$ cat config.mk
export PLATFORM = sky130hd
export DESIGN_NAME = mem_arbiter
export DESIGN_NICKNAME = d
export VERILOG_FILES = /design/src/rtl/mem_arb_pkg.sv /design/src/rtl/mem_arb_pick.sv /design/src/rtl/mem_arbiter.sv
export SDC_FILE = /design/constraint.sdc
export NUM_CORES = 1
export LEC_CHECK = 0
export ABC_AREA = 1
export CAP_MARGIN = 10
export CORE_ASPECT_RATIO = 1.75
export CORE_MARGIN = 2
export CORE_UTILIZATION = 43
export CTS_BUF_LIST = sky130_fd_sc_hd__clkbuf_4
export CTS_CLUSTER_DIAMETER = 120
export DETAILED_ROUTE_END_ITERATION = 10
export PLACE_DENSITY = 0.84
export SLEW_MARGIN = 5
export SYNTH_ARGS = -nofsm -noshare
export SYNTH_HDL_FRONTEND = slang
export SYNTH_SLANG_ARGS = --single-unit
$ cat constraint.sdc
create_clock -name clk -period 4.8 [get_ports clk]
set_input_delay 0.48 -clock clk [delete_from_list [all_inputs] [get_ports clk]]
set_output_delay 0.48 -clock clk [all_outputs]
set_load 0.03 [all_outputs]
$ cat src/rtl/mem_arb_pkg.sv
// Shared types for the two-master memory arbiter: FSM states, owner id and
// the error pair returned to a master with its acknowledge.
package mem_arb_pkg;

  typedef enum logic {
    IDLE = 1'b0,
    BUSY = 1'b1
  } arb_state_e;

  typedef enum logic {
    OWNER_M0 = 1'b0,
    OWNER_M1 = 1'b1
  } owner_e;

  typedef struct packed {
    logic access_fault;
    logic addr_misaligned;
  } arb_err_t;

  // Wide enough for the largest legal LATENCY (4)
  localparam int CNT_W = 3;

endpackage

$ cat src/rtl/mem_arb_pick.sv
// Grant selection between the two masters.
// Contention policy: round robin when ARB_ROUND_ROBIN_EN is defined, otherwise m0 wins.
module mem_arb_pick
  import mem_arb_pkg::*;
(
  input  logic [1:0] reqs,
  input  owner_e     last_owner,
  output owner_e     owner
);

`ifndef ARB_ROUND_ROBIN_EN
  logic unused_last_owner;
  assign unused_last_owner = (last_owner == OWNER_M1);
`endif

  always_comb begin
    owner = OWNER_M0;
    if (reqs == 2'b11) begin
`ifdef ARB_ROUND_ROBIN_EN
      owner = (last_owner == OWNER_M0) ? OWNER_M1 : OWNER_M0;
`else
      owner = OWNER_M0;
`endif
    end else if (reqs[1]) begin
      owner = OWNER_M1;
    end
  end

endmodule

$ cat src/rtl/mem_arbiter.sv
// Two-master arbiter in front of a single mmu port; one transaction in flight.
// Build option ARB_ROUND_ROBIN_EN selects round-robin instead of fixed m0 priority.
module mem_arbiter
  import mem_arb_pkg::*;
#(
  parameter int LATENCY = 1
) (
  input  logic        clk,
  input  logic        reset,
  input  logic        m0_req,
  input  logic        m0_we,
  input  logic [1:0]  m0_unit,
  input  logic [31:0] m0_addr,
  input  logic [31:0] m0_wd,
  output logic        m0_ack,
  output logic [31:0] m0_rd,
  output logic [1:0]  m0_err,
  input  logic        m1_req,
  input  logic        m1_we,
  input  logic [1:0]  m1_unit,
  input  logic [31:0] m1_addr,
  input  logic [31:0] m1_wd,
  output logic        m1_ack,
  output logic [31:0] m1_rd,
  output logic [1:0]  m1_err,
  output logic        mem_re,
  output logic        mem_we,
  output logic [1:0]  mem_rd_unit,
  output logic [1:0]  mem_wd_unit,
  output logic [31:0] mem_addr,
  output logic [31:0] mem_wd,
  input  logic [31:0] mem_rd,
  input  logic        access_fault,
  input  logic        addr_misaligned
);

  arb_state_e       state_q, state_d;
  owner_e           owner_q, last_owner_q, pick_owner;
  logic             we_q;
  logic [1:0]       unit_q;
  logic [31:0]      addr_q, wd_q;
  logic [CNT_W-1:0] cnt_q;
  logic             grant, first_busy, fault_now, done;
  arb_err_t         fault_bits, rsp_err;
  logic [31:0]      rsp_rd;

  mem_arb_pick u_pick (
    .reqs       ({m1_req, m0_req}),
    .last_owner (last_owner_q),
    .owner      (pick_owner)
  );

  assign grant      = (state_q == IDLE) && (m0_req || m1_req);
  assign fault_bits = {access_fault, addr_misaligned};
  assign first_busy = (state_q == BUSY) && (cnt_q == CNT_W'(LATENCY));
  // A fault reported on the first busy cycle cuts the transaction short
  assign fault_now  = first_busy && (fault_bits != 2'b00);
  assign done       = (state_q == BUSY) && ((cnt_q == CNT_W'(1)) || fault_now);
  assign rsp_rd     = (fault_now || we_q) ? 32'h0 : mem_rd;
  assign rsp_err    = fault_now ? fault_bits : 2'b00;

  always_ff @(posedge clk or posedge reset) begin
    if (reset) state_q <= IDLE;
    else       state_q <= state_d;
  end

  always_comb begin
    state_d     = state_q;
    mem_re      = 1'b0;
    mem_we      = 1'b0;
    mem_rd_unit = 2'b00;
    mem_wd_unit = 2'b00;
    mem_addr    = 32'h0;
    mem_wd      = 32'h0;
    case (state_q)
      IDLE: if (grant) state_d = BUSY;
      BUSY: begin
        if (done) state_d = IDLE;
        mem_re      = ~we_q;
        mem_we      = we_q && first_busy;
        mem_rd_unit = unit_q;
        mem_wd_unit = unit_q;
        mem_addr    = addr_q;
        mem_wd      = wd_q;
      end
      default: state_d = IDLE;
    endcase
  end

  always_ff @(posedge clk or posedge reset) begin
    if (reset) begin
      cnt_q        <= '0;
      owner_q      <= OWNER_M0;
      last_owner_q <= OWNER_M1;
      we_q         <= 1'b0;
      unit_q       <= 2'b00;
      addr_q       <= 32'h0;
      wd_q         <= 32'h0;
    end else if (grant) begin
      owner_q      <= pick_owner;
      last_owner_q <= pick_owner;
      cnt_q        <= CNT_W'(LATENCY);
      if (pick_owner == OWNER_M1) begin
        we_q <= m1_we; unit_q <= m1_unit; addr_q <= m1_addr; wd_q <= m1_wd;
      end else begin
        we_q <= m0_we; unit_q <= m0_unit; addr_q <= m0_addr; wd_q <= m0_wd;
      end
    end else if (state_q == BUSY) begin
      cnt_q <= done ? '0 : cnt_q - CNT_W'(1);
    end
  end

  // Responses are single-cycle pulses; data and error are zero outside the ack
  always_ff @(posedge clk or posedge reset) begin
    if (reset) begin
      m0_ack <= 1'b0; m0_rd <= 32'h0; m0_err <= 2'b00;
      m1_ack <= 1'b0; m1_rd <= 32'h0; m1_err <= 2'b00;
    end else begin
      m0_ack <= 1'b0; m0_rd <= 32'h0; m0_err <= 2'b00;
      m1_ack <= 1'b0; m1_rd <= 32'h0; m1_err <= 2'b00;
      if (done) begin
        if (owner_q == OWNER_M1) begin
          m1_ack <= 1'b1; m1_rd <= rsp_rd; m1_err <= rsp_err;
        end else begin
          m0_ack <= 1'b1; m0_rd <= rsp_rd; m0_err <= rsp_err;
        end
      end
    end
  end

endmodule

Word-level counts from Yosys, hierarchy flattened
Index checks and enable logic that the tools add are counted.
Storage, ports and cells
  register bits: 142
  input bits: 172
  output and inout port bits: 140
  logic and storage cells: 59
Cells by class
  add/sub/neg operators: 1
  eq/ne operators: 2
  muxes and demuxes: 31
  bitwise gates (word level): 2
  reduce and logical (&&, ||, !) cells: 10
Operator list (count)
  32-bit 2-to-1 mux: 9
  2-bit 2-to-1 mux: 7
  1-bit 2-to-1 mux: 11
  3-bit 2-to-1 mux: 3
  1-bit logical AND: 5
  2-bit nonzero test: 2
  3-bit by 1-bit == test with 1-bit output (second input constant): 1
  1-bit logical OR: 3
  3-bit by 1-bit subtractor with 3-bit output (second input constant): 1
  2-bit == test (second input constant): 1
  1-bit NOT: 2
  1-bit case mux with 2 select lines: 1

Longest topological paths before layout
Gate-level depths: netlist of the first run.
  depth after elaboration: 8
  depth in mapped cells: 9
  mapped depth without buffers: 8

Modules after synthesis
From an unflattened synthesis of the first run, not the netlist that was laid out.
Second synthesis, totals
  cell total of the unflattened synthesis: 870
  area total of the unflattened synthesis: 6618.8 um^2
By module, submodules not included
  mem_arbiter: times used 1, cells an instance 868, area an instance 6608.8 um^2, seq. area each 3579.7 um^2
  mem_arb_pick: times used 1, cells an instance 2, area an instance 10.0 um^2, seq. area each 0.0 um^2

Worst setup path after synthesis of the first run
No wires, ideal clock.
  path kind: register -> output
  start point: reg state_q
  end point: out mem_wd_unit[1]
  arrival: 1233 ps
  required time: 4320 ps
  path slack: 3087 ps
  cell stages (with the launch flop): 6
  buffers on the path: 3
  path through: dfrtp_1 > buf_4 > clkbuf_1 > nand2_1 > inv_1 > buf_4
On the way
  cells in the longest elaborated chain, start to end: 1
Ends and longest elaborated chain
  start: declaration: line mem_arbiter.sv:37  | arb_state_e state_q, state_d;
  start signal: assignment: line mem_arbiter.sv:64  | else state_q <= state_d;
  2-bit 2-to-1 mux
  end: declaration: line mem_arbiter.sv:29  | output logic [1:0] mem_wd_unit,
No other way between the ends.

Worst setup path after layout of the first run
  start point: reg state_q
  end point: out mem_re
On the way
  cells in the longest elaborated chain, start to end: 1
Ends and longest elaborated chain
  1-bit 2-to-1 mux: line mem_arbiter.sv:75  | case (state_q)
  end: declaration: line mem_arbiter.sv:26  | output logic mem_re,
No other way between the ends.

==> reports/results.txt, run 1 <==
Cts bufs inserted -> 17
Initial antenna violation count -> 2
Postcts setup bufs -> 0
Num ports -> 312
DRT Pass-1 Iters -> 6
Pwr/cell area -> 537 nW/µm²
Initial core utilization -> 44.2%
Hold-fix buffers at CTS -> 0
Core region area -> 14900 µm²
Synth area leader -> dfrtp_1
Commonest non-fill, non-tap cell in the layout -> nand2_1
Register area share after synthesis -> 53.9%
CP required -> 4.32 ns
Port Buffer Count -> 311
Main flop type after synthesis -> dfrtp_1
Yosys top cell area share -> 53.9%
Routed wire length -> 19400 µm
Final ANT Viol Nets -> 0
Max-slew violation count -> 0
Worst-skew pair later-pin latency -> 0.55 ns
Adder-Cell Fraction of Synth Area -> 0.380%
Synthesized area -> 6590 µm²
First-pass GRT wire length -> 31300 µm
Root Buffer -> clkbuf_4
Library cells used by synthesis -> 22
Net Count, Synth -> 1042
Rows -> 59
Post-CTS sizing -> 0
Layout area overhead -> 51.7%
CP Launch Point -> state_q
Layout cell share with drive strength beyond 1 -> 4.37%
Status -> finished, final reports clean
H-tree levels -> 4
Die area -> 16400 µm²
Top cells by area, synth -> dfrtp_1 (54%), nand2_1 (19%), inv_1 (8.2%), o21ai_1 (4.6%), nor2_1 (4.0%)
Max-Cap Viols -> 0
Crit path DAT -> 2.76 ns
Routed vias/inst -> 4.72
Syn. warnings -> 0
CTS tree -> done
Most frequent cells in the layout -> nand2_1 (339), clkdlybuf4s50_1 (311), inv_1 (143)
Critical path fanouts, max -> 41
Non-filler cells, final -> 1353
Multiplexer share of the synthesized area -> 0%
CP startpoint kind -> flop
Post-synth EDFFs -> 0
Compound-Gate Fraction of Synth Area -> 5.79%
Normalized max-slew margin -> 27.5%
DR vias -> 6387
Post-Place Cells -> 1319
Total gr overflow -> 0
Final setup fails -> 0
Clock sinks -> 142
Largest family of logic cells by synthesized area -> simple AND/OR/NAND/NOR gates
HP Start -> mem_rd[6]
Final Cycle Share -> 67.5%
Final net count -> 1329
Total GRT Usage -> 24.1%
XOR/XNOR share of the synthesized area -> 0.133%
Mapped Cells -> 868
RePlAce Congestion -> 0.894
Syn Area/Cell -> 7.59 µm²
Initial DRC count -> 273
Die Ht -> 168 µm
Final TNS setup -> 0 ns
CP endpoint kind -> output pin
Clock Skew -> 0.0237 ns
Post-Synth Simple-Gate Area -> 26.6%
Share of flip-flops with an asynchronous set or reset -> 100%
Post-DP HPWL -> 14400 µm
Vias in the first global route -> 6337
#FFs+latches synth -> 142
Fmax -> 308 MHz
Largest net degree at the start of global routing -> 114
Chip width -> 97.6 µm
Minimum clock period -> 3.24 ns
Crit path kind -> reg -> out
Hold WC Path Type -> in -> reg
CTS max path bufs -> 2
Peak supply drop -> 0.000245 V
Worst slew pin tran -> 1.08 ns
DRC Markers -> 0
Clock transition at the registers of the reported paths -> 0.16 ns
WL/cell -> 14.3 µm
Fin util -> 67.0%
Leakage power -> 5.39 nW
Start of the worst register-to-register path -> state_q
RSZ-0062 raised after global routing -> no
Hold Fails Final Rpt -> 0
[stage by stage]
step / worst slack [ns] / hold WS (ns) / power [mW] / cell area (µm²)
after floorplan: 0.510 / 0.449 / 3.50 / 6590
after global placement: 2.12 / 0.462 / 4.54 / 9690
after detailed placement: 2.10 / 0.465 / 4.61 / 9690
after CTS: 1.50 / 0.451 / 5.41 / 9990
after global routing: 1.30 / 0.451 / 5.74 / 9990
final: 1.56 / 0.496 / 5.36 / 9990
[path summary, 6_finish.rpt]
kind,to,slack [ns],depth (start not counted)
worst max register to register,wd_q[12],2.27,5
worst max-delay path,mem_re,1.56,4
worst min-delay path,m0_rd[6],0.50,3
min in group asynchronous,addr_q[16],0.52,2
worst min register to register,addr_q[10],0.50,2
max in group asynchronous,wd_q[24],3.22,3
[area by class of cell]
type	instances	area (µm²)
Tap cell	183	229
Inverter	149	564
Fill cell	1284	4920
Timing Repair Buffer	318	3170
Clock buffer	17	128
Multi-Input combinational cell	527	2180
Antenna cell	2	5.00
Sequential cell	142	3550
Clock inverter	15	168
[sequential cells by signal, summed over array words and instances (netlist names)]
| register | flops |
|---|---|
| addr_q | 32 |
| m0_rd | 32 |
| m1_rd | 32 |
| wd_q | 32 |
| cnt_q | 3 |
| m0_err | 2 |
| m1_err | 2 |
| unit_q | 2 |
| m0_ack | 1 |
| m1_ack | 1 |
| owner_q | 1 |
| state_q | 1 |
| we_q | 1 |
[cells by family (layout without fill, tap and decap cells)]
| group | Yosys count | in the layout |
|---|---|---|
| compound gates | 73 | 73 |
| xor+xnor | 1 | 1 |
| fa+ha+maj | 2 | 2 |
| buf+inv | 199 | 499 |
| flops | 142 | 142 |
| other cells | 0 | 2 |
| simple gates | 451 | 451 |
[where the power goes]
part	switching, mW	internal (mW)
logic	1.75	1.04
clock network	0.506	0.284
registers	0.221	1.56
[synth_stat cells, types with 2 or more instances]
library cell    n
buf_2          18
buf_4           5
buf_6          10
clkbuf_1       17
dfrtp_1       142
ha_1            2
inv_1         144
inv_2           4
nand2_1       339
nand3_1        36
nor2_1         71
nor2_2          2
o21ai_0         9
o21ai_1        61
[metal layers]
layer / share of wire (%) / wire length, µm / vias up / track usage, %
li1: - / - / 3130 / -
met1: 34 / 6630 / 2943 / 25.1
met2: 55 / 10700 / 265 / 44.5
met3: 6.7 / 1290 / 49 / 6.22
met4: 4.0 / 785 / 0 / 11.1
met5: 0 / 0 / - / 0
[worst max-delay path, stage by stage (launching register included)]
cell	delay (ns)
dfrtp_2	0.77
buf_4	0.51
inv_2	0.13
nor2_1	0.10
clkdlybuf4s50_1	0.70
Note: power is estimated with default switching activity, not from simulation.
==> run 2: changes to the inputs <==
--- a/config.mk
+++ b/config.mk
@@ -9,11 +9,11 @@
 export CAP_MARGIN = 10
 export CORE_ASPECT_RATIO = 1.75
 export CORE_MARGIN = 2
-export CORE_UTILIZATION = 43
+export CORE_UTILIZATION = 38
 export CTS_BUF_LIST = sky130_fd_sc_hd__clkbuf_4
 export CTS_CLUSTER_DIAMETER = 120
 export DETAILED_ROUTE_END_ITERATION = 10
-export PLACE_DENSITY = 0.84
+export PLACE_DENSITY = 0.78
 export SLEW_MARGIN = 5
 export SYNTH_ARGS = -nofsm -noshare
 export SYNTH_HDL_FRONTEND = slang
==> constraint.sdc (replaced) <==
create_clock -name clk -period 2.6 [get_ports clk]
set_input_delay 0.26 -clock clk [delete_from_list [all_inputs] [get_ports clk]]
set_output_delay 0.26 -clock clk [all_outputs]
set_load 0.03 [all_outputs]
==> run 2 against run 1 <==
Cell area increased by 2.6%; register-to-register slack worse by 1.4 ns; global-route usage down 2.7 points; critical path depth did not move; first-iteration DRC count down 29%; critical endpoint is now mem_wd[27]; largest cell class unchanged.
==> reports/results.txt, run 2 (synthesized netlist as in run 1, its figures left out) <==
Status -> finished, final reports clean
Sequential Power Share -> 31.9%
H-tree levels -> 4
CP startpoint kind -> flop
Crit path DAT -> 2.09 ns
R2r worst-path depth -> 7
Total gr overflow -> 0
Design Area, Final -> 10200 µm²
Most frequent cells in the layout -> nand2_1 (339), clkdlybuf4s50_1 (310), inv_1 (143)
Final ANT Viol Nets -> 0
Die area -> 18400 µm²
Num ports -> 312
Setup WS post-layout -> 0.247 ns
Layout cell share with drive strength beyond 1 -> 5.34%
Hold WC Path Type -> in -> async
Core region area -> 16900 µm²
Cts bufs inserted -> 17
Fmax -> 425 MHz
Total power -> 10.1 mW
Layout area overhead -> 55.6%
Worst slew pin tran -> 0.731 ns
CTS tree -> done
Internal -> 5.52 mW
Routed wire length -> 19500 µm
CP required -> 2.34 ns
Dpl cell area -> 9910 µm²
Hold slack -> 0.0769 ns
FF/Latch Area -> 3550 µm²
Peak supply drop -> 0.000666 V
Total GRT Usage -> 21.3%
First-pass GRT wire length -> 31000 µm
Rows -> 63
Initial antenna violation count -> 2
RePlAce Congestion -> 0.835
Worst slack, placed -> 0.661 ns
Final TNS setup -> 0 ns
Normalized max-slew margin -> 51.1%
Critical path fanouts, max -> 34
Final setup fails -> 0
Hold Fails Final Rpt -> 0
Post-DP HPWL -> 14700 µm
Routed vias/inst -> 4.44
Clock sinks -> 142
Leakage power -> 5.51 nW
Largest net degree at the start of global routing -> 53
DRC Markers -> 0
DR vias -> 6261
Net Switching -> 4.59 mW
CP endpoint kind -> output pin
Max-slew violation count -> 0
Die Ht -> 178 µm
Minimum clock period -> 2.35 ns
Root Buffer -> clkbuf_4
Max-Cap Viols -> 0
Multi-input logic area -> 2180 µm²
Vias in the first global route -> 6266
Final Cycle Share -> 90.5%
Port Buffer Count -> 311
Switching Share -> 45.4%
Start of the worst register-to-register path -> cnt_q[0]
Number of fill cells -> 1501
Reg-to-reg endpoint -> m1_rd[17]
Final net count -> 1341
Initial DRC count -> 193
Worst-skew pair later-pin latency -> 0.53 ns
Proportion of power drawn by combinational gates -> 52.5%
Clock power share -> 15.6%
Pwr/cell area -> 987 nW/µm²
RSZ-0062 raised after global routing -> no
CTS max path bufs -> 2
Initial core utilization -> 38.9%
Clock transition at the registers of the reported paths -> 0.15 ns
Clock Skew -> 0.0250 ns
DRT Pass-1 Iters -> 5
Chip width -> 104 µm
Setup slack, reg-to-reg -> 0.87 ns
Commonest non-fill, non-tap cell in the layout -> nand2_1
WL/cell -> 13.8 µm
Crit path kind -> reg -> out
run 2: cell types whose count changed in the layout (fill, tap and decap cells not counted):
cell and change:
buf_12 +6, clkinv_4 +1, inv_6 -2, buf_4 +5
clkdlybuf4s50_1 -1, clkinvlp_4 -1, buf_6 +1, bufinv_16 +1
dlymetal6s2s_1 +1, clkinv_8 +1
run 2: worst max path at each step:
stage	from	end	slack [ns]
CTS	cnt_q[1]	mem_we	0.07
detailed placement	m0_req	wd_q[13]	0.66
global route	state_q	mem_wd[30]	0.09
finish	state_q	mem_wd[27]	0.25
floorplan	reset	addr_q[0]	0.56
global placement	state_q	mem_wd[27]	0.70
run 2: layout make-up:
class | count | share of cell area, %
clock buffer | 17 | 1.25
multi-input combinational | 527 | 21.3
inverter | 149 | 5.49
antenna | 2 | 0.0488
tap | 227 | 2.77
timing repair buffer | 330 | 32.6
sequential | 142 | 34.7
clock inverter | 15 | 1.94
run 2: critical path, stage by stage, from the launching register on:
cell and delay (ns):
dfrtp_2 0.45, buf_6 0.28, nand2_1 0.10, inv_1 0.07, clkdlybuf4s50_1 0.68
run 2: timing repair:
action | CTS | global route
gates resized for setup | 0 | 2
buffers inserted | 0 | 0
hold endpoints to repair | 0 | 0
hold buffers | 0 | 0
setup endpoints to repair | 0 | 3
run 2: metrics by stage:
| stage | util (%) | instances |
|---|---|---|
| 2_1_floorplan | - | 868 |
| 3_3_place_gp | 58.5 | 1375 |
| 3_5_place_dp | 58.5 | 1375 |
| 4_1_cts | 60.4 | 1407 |
| 5_1_grt | 60.5 | 1408 |
| 6_report | 60.5 | 1409 |
run 2: power groups by stage:
stage | combinational (mW) | sequential [mW] | clock [mW]
floorplan | 2.96 | 3.50 | 0
global placement | 5.29 | 3.24 | 0
detailed placement | 5.34 | 3.27 | 0
CTS | 5.37 | 3.23 | 1.63
global route | 5.78 | 3.32 | 1.71
finish | 5.31 | 3.23 | 1.58
run 2: layer usage:
| layer | vias up | global-route usage (%) | routed length [µm] |
|---|---|---|---|
| li1 | 3158 | - | - |
| met1 | 2852 | 22.3 | 6990 |
| met2 | 214 | 40.4 | 10800 |
| met3 | 37 | 5.59 | 1150 |
| met4 | 0 | 8.61 | 579 |
| met5 | - | 0 | 0 |
==> variant: new RTL, config.mk and constraints of run 2 <==
Build with the macro `ARB_ROUND_ROBIN_EN` defined.
--- a/src/rtl/mem_arb_pick.sv
+++ b/src/rtl/mem_arb_pick.sv
@@ -1,4 +1,6 @@
 // Grant selection between the two masters.
 // Contention policy: round robin when ARB_ROUND_ROBIN_EN is defined, otherwise m0 wins.
+`define ARB_ROUND_ROBIN_EN
+
 module mem_arb_pick
   import mem_arb_pkg::*;
Formal check against the unedited RTL: not equivalent (a bounded check fails within 4 cycles, from zero or initial values and one cycle with reset high).
==> variant against run 2 <==
- sequential cell count up 1
- synthesized area up 1.8%
- critical path type unchanged
- largest cell class unchanged
- final cell count up 0.14%
- worst setup slack worse by 90 ps
- critical endpoint is now mem_wd_unit[0]
- routed wire length up 8.1%
- final area up 0.23%
- sequential share of layout area up 0.18 points
- highest routed layer is now met5
- power up 2.4%
==> variant: results (changes against run 2) <==
metric,value,unit,change
seqPwrFrac,0.316,,-0.003
wire_per_inst,14.9,um,+7.9%
drt_iter0_markers,245,,+27%
synthDistinctLibCells,19,,-14%
synth_common_cells,"nand2_1, dfrtp_1, inv_1, nand3_1, nor2_1",,
highest_layer,met5,,
buffers,326,,-1.2%
met1_length,7.71,mm,+10%
grt_pass1_vias,6495,,+3.7%
leakage,5.40,nW,-2.0%
clockPowerShare,0.138,,-0.018
post-dp-hpwl,15.1,mm,+3.0%
layout-drive-gt1-share,0.0467,,-0.00670
powerDensity,1010,mW/mm^2,+2.1%
antenna_found_initial,4,,+2
gp_congestion,0.878,,+5.1%
met3_usage,0.0515,,-0.00441
synth_nets,1053,,+1.1%
synth_xor_area_frac,0.00131,,-0.0000231
vias,6576,,+5.0%
synthTopCellsByArea,"dfrtp_1, nand2_1, nand3_1, inv_1, nor2_1",,
cp_max_fo,66,,+94%
num-multi-input-gates,562,,+6.6%
seqCellArea,0.00358,mm^2,+0.74%
grt_max_degree,71,,+34%
nWellTaps,231,,+1.8%
grtUsageMet1,0.250,,+0.0277
cts_resized,1,,+1
status,finished clean,,
ys_seq_area_frac,0.534,,-0.00544
skew,29.4,ps,+4.46 ps
dp_slack,555,ps,-106 ps
grt_usage,0.229,,+0.0156
grt_pass1_wl,34.0,mm,+9.7%
synth_compound_area_frac,0.00560,,-0.0523
-- variant: cell types whose count changed after synthesis, moves of 4 or more --
cell / change
nand3b_1: +34
buf_4: +4
clkbuf_1: +5
inv_1: -30
nand3_1: +67
o21ai_1: -61
nand2_1: +5
buf_6: -10
buf_1: +6
o21ai_0: -6
-- variant: path summary, 6_finish.rpt --
kind,start,to,slack (ps)
worst max-delay path,state_q$_DFF_PP0_,mem_wd_unit[0],160
worst min-delay path,reset,m1_ack$_DFF_PP0_,120
worst max register to register,state_q$_DFF_PP0_,cnt_q[2]$_DFFE_PP0P_,630
worst min register to register,last_owner_q$_DFFE_PP1P_,last_owner_q$_DFFE_PP1P_,480
max in group asynchronous,reset,wd_q[26]$_DFFE_PP0P_,1740
min in group clk,mem_rd[27],m1_rd[27]$_DFF_PP0_,280
-- variant: worst max-delay path: stages, from the launching register on --
cell	delay [ps]
dfrtp_2	440
buf_12	260
nand2_1	150
inv_1	100
clkdlybuf4s50_1	670
